`src/rtl/prbs_checker_8bit_pkg.sv`:
```
// Shared definitions for the 8-bit PRBS generator/checker pair.
// The generator and the checker both take the taps, the feedback
// polarity and the next-bit function from here, so the two ends of
// the link always agree on the sequence.
package prbs_checker_8bit_pkg;

  // Window tap positions. Index 0 is the newest bit, index i is the
  // bit received i bits earlier.
  localparam int TAP_A = 7;
  localparam int TAP_B = 5;
  localparam int TAP_C = 4;
  localparam int TAP_D = 3;

  // XNOR feedback: the all-ones window maps onto itself (lock-up state).
  localparam logic XNOR_POL = 1'b1;

  // Checker state encoding.
  typedef enum logic [1:0] {
    ST_HUNT   = 2'd0,
    ST_FILL   = 2'd1,
    ST_CHECK  = 2'd2,
    ST_LOCKED = 2'd3
  } state_t;

  // Predicted next bit for an 8-bit history window.
  function automatic logic prbs_next(input logic [7:0] win);
    return win[TAP_A] ^ win[TAP_B] ^ win[TAP_C] ^ win[TAP_D] ^ XNOR_POL;
  endfunction

endpackage

```
`src/rtl/prbs_checker_8bit_if.sv`:
```
// Signal bundle between the serial link / status consumer and the
// PRBS checker.
//
// Handshake: bit_valid is a one-cycle qualifier with no ready and no
// backpressure. A consumer must capture bit_error (and may capture
// locked / stuck_ones) in the cycle bit_valid is high; bit_error is
// only ever high together with bit_valid. locked, stuck_ones,
// err_count and dbg_state are plain levels, valid in every cycle.
interface prbs_checker_8bit_if;
  import prbs_checker_8bit_pkg::*;

  logic        signal_in;
  logic        clear_counts;
  logic        bit_valid;
  logic        bit_error;
  logic        locked;
  logic        stuck_ones;
  logic [15:0] err_count;
  state_t      dbg_state;

  // Link side: drives the serial stream and the count clear.
  modport master (
    output signal_in,
    output clear_counts,
    input  bit_valid,
    input  bit_error,
    input  locked,
    input  stuck_ones,
    input  err_count,
    input  dbg_state
  );

  // Checker side.
  modport slave (
    input  signal_in,
    input  clear_counts,
    output bit_valid,
    output bit_error,
    output locked,
    output stuck_ones,
    output err_count,
    output dbg_state
  );

endinterface

```
`src/rtl/prbs_checker_8bit_bit_sampler.sv`:
```
// Bit-timing recovery: registers the serial input, detects edges,
// runs the bit-phase counter and raises a mid-bit sample strobe.
module prbs_checker_8bit_bit_sampler #(
  parameter int BIT_PERIOD = 100
) (
  input  logic clk,
  input  logic reset_n,
  input  logic signal_i,
  input  logic active_i,
  output logic sig_o,
  output logic edge_o,
  output logic sample_o
);

  localparam int PW = (BIT_PERIOD > 2) ? $clog2(BIT_PERIOD) : 1;
  localparam logic [PW-1:0] PH_LAST   = PW'(BIT_PERIOD - 1);
  localparam logic [PW-1:0] PH_SAMPLE = PW'(BIT_PERIOD / 2 - 1);

  logic          sig_q, sig_d;
  logic          primed_q, primed_d;
  logic [PW-1:0] phase_q, phase_d;
  logic          edge_det;

  // Edge detect and phase counter. sig_q holds its reset value for the
  // first cycle after reset, so edge detection waits one cycle; a line
  // that simply sits high out of reset is not mistaken for an edge.
  always_comb begin
    sig_d    = signal_i;
    primed_d = 1'b1;
    edge_det = primed_q && (signal_i != sig_q);
    if (edge_det || (phase_q == PH_LAST)) begin
      phase_d = '0;
    end else begin
      phase_d = phase_q + 1'b1;
    end
  end

  // Timing registers.
  always_ff @(posedge clk or negedge reset_n) begin
    if (!reset_n) begin
      sig_q    <= 1'b0;
      primed_q <= 1'b0;
      phase_q  <= '0;
    end else begin
      sig_q    <= sig_d;
      primed_q <= primed_d;
      phase_q  <= phase_d;
    end
  end

  assign sig_o    = sig_q;
  assign edge_o   = edge_det;
  // Mid-bit strobe; an edge landing mid-bit only re-aligns phase_q and
  // never produces a second strobe for the same bit.
  assign sample_o = active_i && (phase_q == PH_SAMPLE);

endmodule

```
`src/rtl/prbs_checker_8bit.sv`:
```
// Receive-side PRBS checker: self-synchronises an 8-bit predictor to
// the incoming sequence, then checks every bit, reporting lock,
// per-bit errors and a saturating error count.
module prbs_checker_8bit
  import prbs_checker_8bit_pkg::*;
#(
  parameter int BIT_PERIOD  = 100,
  parameter int LOCK_COUNT  = 16,
  parameter int UNLOCK_ERRS = 4
) (
  input  logic               clk,
  input  logic               reset_n,
  prbs_checker_8bit_if.slave bus
);

  localparam int MW = $clog2(LOCK_COUNT + 1);
  localparam int UW = $clog2(UNLOCK_ERRS + 1);
  localparam logic [MW-1:0] MATCH_LAST = MW'(LOCK_COUNT - 1);
  localparam logic [UW-1:0] MISS_LAST  = UW'(UNLOCK_ERRS - 1);

  state_t        state_q, state_d;
  logic [7:0]    rx_q, rx_d;
  logic [2:0]    fill_q, fill_d;
  logic [MW-1:0] match_q, match_d;
  logic [UW-1:0] miss_q, miss_d;
  logic [15:0]   err_q, err_d;
  logic          bit_valid_q, bit_valid_d;
  logic          bit_error_q, bit_error_d;
  logic          locked_q, locked_d;
  logic          stuck_q, stuck_d;

  logic samp_bit;
  logic samp_edge;
  logic sample;
  logic pred;
  logic mismatch;

  prbs_checker_8bit_bit_sampler #(
    .BIT_PERIOD(BIT_PERIOD)
  ) u_bit_sampler (
    .clk      (clk),
    .reset_n  (reset_n),
    .signal_i (bus.signal_in),
    .active_i (state_q != ST_HUNT),
    .sig_o    (samp_bit),
    .edge_o   (samp_edge),
    .sample_o (sample)
  );

  assign pred     = prbs_next(rx_q);
  assign mismatch = (samp_bit != pred);

  // Next-state logic: synchronisation FSM, predictor window, counters.
  always_comb begin
    state_d     = state_q;
    rx_d        = rx_q;
    fill_d      = fill_q;
    match_d     = match_q;
    miss_d      = miss_q;
    err_d       = err_q;
    bit_error_d = 1'b0;

    case (state_q)
      ST_HUNT: begin
        if (samp_edge) begin
          state_d = ST_FILL;
          fill_d  = '0;
        end
      end

      ST_FILL: begin
        if (sample) begin
          rx_d = {rx_q[6:0], samp_bit};
          if (fill_q == 3'd7) begin
            state_d = ST_CHECK;
            match_d = '0;
          end else begin
            fill_d = fill_q + 1'b1;
          end
        end
      end

      ST_CHECK: begin
        if (sample) begin
          rx_d = {rx_q[6:0], samp_bit};
          if (!mismatch) begin
            if (match_q == MATCH_LAST) begin
              state_d = ST_LOCKED;
              miss_d  = '0;
            end else begin
              match_d = match_q + 1'b1;
            end
          end else begin
            state_d = ST_FILL;
            fill_d  = '0;
          end
        end
      end

      ST_LOCKED: begin
        if (sample) begin
          // Feed the prediction back so a bad bit cannot corrupt later
          // predictions.
          rx_d = {rx_q[6:0], pred};
          if (mismatch) begin
            bit_error_d = 1'b1;
            if (err_q != 16'hFFFF) begin
              err_d = err_q + 1'b1;
            end
            if (miss_q == MISS_LAST) begin
              state_d = ST_FILL;
              fill_d  = '0;
            end else begin
              miss_d = miss_q + 1'b1;
            end
          end else begin
            miss_d = '0;
          end
        end
      end

      default: state_d = ST_HUNT;
    endcase

    // Clear wins over a same-cycle increment.
    if (bus.clear_counts) begin
      err_d = '0;
    end

    bit_valid_d = sample;
    locked_d    = (state_d == ST_LOCKED);
    stuck_d     = (state_d != ST_HUNT) && (rx_d == 8'hFF);
  end

  // State and output registers.
  always_ff @(posedge clk or negedge reset_n) begin
    if (!reset_n) begin
      state_q     <= ST_HUNT;
      rx_q        <= '0;
      fill_q      <= '0;
      match_q     <= '0;
      miss_q      <= '0;
      err_q       <= '0;
      bit_valid_q <= 1'b0;
      bit_error_q <= 1'b0;
      locked_q    <= 1'b0;
      stuck_q     <= 1'b0;
    end else begin
      state_q     <= state_d;
      rx_q        <= rx_d;
      fill_q      <= fill_d;
      match_q     <= match_d;
      miss_q      <= miss_d;
      err_q       <= err_d;
      bit_valid_q <= bit_valid_d;
      bit_error_q <= bit_error_d;
      locked_q    <= locked_d;
      stuck_q     <= stuck_d;
    end
  end

  assign bus.bit_valid  = bit_valid_q;
  assign bus.bit_error  = bit_error_q;
  assign bus.locked     = locked_q;
  assign bus.stuck_ones = stuck_q;
  assign bus.err_count  = err_q;
  assign bus.dbg_state  = state_q;

endmodule

```
`src/flat_wrapper.sv`:
```
// flat-port wrapper written by rule: the top's interface ports become plain ports
module prbs_checker_8bit_flat import prbs_checker_8bit_pkg::*;
#(
  parameter int BIT_PERIOD  = 100,
  parameter int LOCK_COUNT  = 16,
  parameter int UNLOCK_ERRS = 4
)
  (clk, reset_n, bus_signal_in, bus_clear_counts, bus_bit_valid, bus_bit_error, bus_locked, bus_stuck_ones, bus_err_count, bus_dbg_state);
  prbs_checker_8bit_if bus_i ();
  input  logic clk;
  input  logic reset_n;
  input wire logic [$bits(bus_i.signal_in)-1:0] bus_signal_in;
  input wire logic [$bits(bus_i.clear_counts)-1:0] bus_clear_counts;
  output wire logic [$bits(bus_i.bit_valid)-1:0] bus_bit_valid;
  output wire logic [$bits(bus_i.bit_error)-1:0] bus_bit_error;
  output wire logic [$bits(bus_i.locked)-1:0] bus_locked;
  output wire logic [$bits(bus_i.stuck_ones)-1:0] bus_stuck_ones;
  output wire logic [$bits(bus_i.err_count)-1:0] bus_err_count;
  output wire logic [$bits(bus_i.dbg_state)-1:0] bus_dbg_state;
  assign bus_i.signal_in = bus_signal_in;
  assign bus_i.clear_counts = bus_clear_counts;
  assign bus_bit_valid = bus_i.bit_valid;
  assign bus_bit_error = bus_i.bit_error;
  assign bus_locked = bus_i.locked;
  assign bus_stuck_ones = bus_i.stuck_ones;
  assign bus_err_count = bus_i.err_count;
  assign bus_dbg_state = bus_i.dbg_state;
  prbs_checker_8bit #(.BIT_PERIOD(BIT_PERIOD), .LOCK_COUNT(LOCK_COUNT), .UNLOCK_ERRS(UNLOCK_ERRS)) u_core (.clk(clk), .reset_n(reset_n), .bus(bus_i));
endmodule
```
`config.mk`:
```
export PLATFORM = sky130hd
export DESIGN_NAME = prbs_checker_8bit_flat
export DESIGN_NICKNAME = d
export VERILOG_FILES = /design/src/rtl/prbs_checker_8bit_pkg.sv /design/src/rtl/prbs_checker_8bit_if.sv /design/src/rtl/prbs_checker_8bit_bit_sampler.sv /design/src/rtl/prbs_checker_8bit.sv /design/src/flat_wrapper.sv
export SDC_FILE = /design/constraint.sdc
export NUM_CORES = 1
export LEC_CHECK = 0
export ABC_AREA = 1
export CAP_MARGIN = 5
export CORE_MARGIN = 8
export CORE_UTILIZATION = 41
export DETAILED_ROUTE_END_ITERATION = 6
export DONT_BUFFER_PORTS = 1
export GPL_TIMING_DRIVEN = 1
export SLEW_MARGIN = 5
export SYNTH_ARGS = -nofsm -noshare
export SYNTH_HDL_FRONTEND = slang
export SYNTH_SLANG_ARGS = --single-unit
```
`constraint.sdc`:
```
create_clock -name clk -period 2.66 [get_ports clk]
set_clock_uncertainty 0.05 [all_clocks]
set_input_delay 0.532 -clock clk [delete_from_list [all_inputs] [get_ports clk]]
set_output_delay 0.532 -clock clk [all_outputs]
set_load 0.03 [all_outputs]
```
==> reports/results.ini <==
[outcome]
outcome = finished, final reports clean

[timing]
whs_ps = 12.7
period_needed_ps = 2300
slew_headroom = 0.549
final-hold-violation-count = 0
min_period_over_period = 0.865
slew_viol_final = 0
worst_pin_slew_ps = 676
max_freq_ghz = 0.434
rsz0062_at_grt = false
setup_viol = 0
fin_tns_setup_ps = 0

[logic_synthesis]
ys_seq_area_frac = 0.428
synth-async-reset-ratio = 1.00
synthCells = 361
synth_edf_count = 0
synth_cell_types = 35
yosysMostFrequentCell = nand2_1
synth.net_count = 379
synthTopCellsByArea = dfrtp_1 43%, nand2_1 12%, ha_1 6.0%
syn_area_per_cell_um2 = 8.10
synth_ff_type = dfrtp_1
synth_largest_area_cell = dfrtp_1
yosysTopAreaCellShare = 0.428
ys_seq_elements = 50
yosys_warnings = 0
netlist_area_mm2 = 0.00292
synth.top_cells.by_count = 94 x nand2_1, 50 x dfrtp_1, 42 x inv_1

[clock_network]
clock_path_buffers = 2
htreeDepth = 2
cts_setup_buffers = 0
cts.sinks = 50
ctsRootBufferMaster = clkbuf_8
tritoncts = yes
cts_buffers = 5
cts.clk_slew.worst_paths_ps = 100
clk_latency_ps = 310

[global_routing]
grt_overflow = 0
antenna_found_initial = 0
grt_pass1_vias = 2336
grt_max_degree = 51
grtUsageTotal = 0.136
grt_pass1_wl_mm = 11.0

[drt]
firstDrtPassIters = 4
vias_per_cell = 4.94
antenna_left = 0
wl_mm = 6.23
drtIter0Drc = 94
dr_total_vias = 2347
drc = 0
wl_per_cell_um = 13.1

[floorplanning]
die_w_um = 100
die_area_mm2 = 0.0101
num_io_pins = 26
die_h_um = 100
coreArea_mm2 = 0.00683
start_util = 0.428
core.rowCount = 30

[critical_path]
cp_data_arrival_time_ps = 2470
reg2reg_setup_slack_ps = 360
cp_max_fo = 19
critical_path_class = flop to flop
end_kind = flop
start_kind = flop
worstPathRequired_ps = 2830

[power]
power_mw = 1.70
p_per_area_mw_per_mm2 = 517
max-vdd-ir-drop_mv = 0.205
p_leak_nw = 1.51

[place]
port_buffers = 0
finalWeightedCongestion = 0.829
post-dp-hpwl_mm = 4.60

[layout]
area_growth_syn_to_layout_pct = 12.2
fill_cells = 676
antenna_cells = 0
nets = 396
drive_above_1_share = 0.124

[job]
max_cap_violations = 0

[min_path]
hp-class = input port to async pin

==> cells in the final DEF, fill, tap and decap left out, types with 2 or more instances in the layout <==
master      n
clkbuf_8    5
inv_1      42
nand3_1    21
ha_1       14
nor3_1      7
xor2_1     14
dfrtp_1    50
a21oi_1    13
o21ai_0    23
nand4_1     5
nand2_1    94
nor2_1     35
bufinv_16   2
buf_4      14
or2_2       7
and3_1      2
o31ai_2    10
o211ai_1    2
==> registers in the layout, summed over array words and instances (netlist names) <==
signal,flops
u_core.bus.bit_error,1
u_core.bus.bit_valid,1
u_core.bus.dbg_state,2
u_core.bus.err_count,16
u_core.bus.locked,1
u_core.bus.stuck_ones,1
u_core.fill_q,3
u_core.match_q,5
u_core.miss_q,3
u_core.rx_q,8
u_core.u_bit_sampler.phase_q,7
u_core.u_bit_sampler.primed_q,1
u_core.u_bit_sampler.sig_o,1
==> cells by family (layout without fill, tap and decap cells) <==
group           after synthesis  after routing  share of synthesized area
compound gates               54             54                      0.128
xor+xnor                     15             15                     0.0449
fa+ha+maj                    14             14                     0.0599
buf+inv                      49             67                     0.0681
flops                        50             50                      0.428
other cells                   1              1                    0.00128
simple gates                178            178                      0.270
==> report_power, final <==
| group | internal (mW) | leakage [nW] | switching (mW) |
|---|---|---|---|
| registers | 0.802 | 0.662 | 0.0367 |
| logic | 0.0677 | 0.776 | 0.135 |
| clock network | 0.377 | 0.0683 | 0.278 |
==> worst paths after layout <==
| check | from | end | cells past startpoint |
|---|---|---|---|
| max | u_core.bus.err_count[10]$_DFFE_PN0P_ | u_core.bus.err_count[11]$_DFFE_PN0P_ | 7 |
| min | reset_n | u_core.rx_q[0]$_DFF_PN0_ | 1 |
| max reg2reg | u_core.bus.err_count[10]$_DFFE_PN0P_ | u_core.bus.err_count[11]$_DFFE_PN0P_ | 7 |
| min reg2reg | u_core.miss_q[2]$_DFFE_PN0P_ | u_core.miss_q[2]$_DFFE_PN0P_ | 2 |
| max in group asynchronous | reset_n | u_core.bus.err_count[1]$_DFFE_PN0P_ | 1 |
| min in group clk | bus_signal_in | u_core.u_bit_sampler.sig_o$_DFF_PN0_ | 0 |
==> cell type report <==
cell class / instances / area [um2] / share of cell area
Clock buffer: 5 / 68.8 / 0.0210
Clock inverter: 3 / 68.8 / 0.0210
Inverter: 44 / 165 / 0.0504
Multi-Input combinational cell: 262 / 1470 / 0.449
Sequential cell: 50 / 1250 / 0.382
Tap cell: 96 / 120 / 0.0366
Timing Repair Buffer: 15 / 133 / 0.0404
==> worst max-delay path, stage by stage (launching register included) <==
cell and delay (ps):
dfrtp_1 620, nand2_1 140, nor3_1 220, nand4_1 140, or2_2 370, a21oi_4 450
nand2_1 140, o31ai_2 90
==> metal layers <==
layer | vias to the layer above | GRT usage | part of all wire
met3 | 9 | 0.0415 | 0.061
li1 | 1208 | - | -
met5 | - | 0 | 0
met1 | 1078 | 0.173 | 0.48
met4 | 0 | 0.0465 | 0.015
met2 | 52 | 0.211 | 0.44
==> stage by stage <==
step,instance area [um2],utilization,setup WS [ps],cells
final,3280,0.480,358,475
after global routing,3280,0.480,137,475
after CTS,3280,0.480,333,475
after detailed placement,3110,0.456,386,466
after global placement,3110,0.456,407,466
after floorplan,2920,-,322,361
==> timing repair <==
action,CTS,global route
hold buffers,1,0
resized for setup,0,0
setup endpoints to repair,0,0
hold endpoints to repair,50,0
Power figures use the tool's default switching activity.
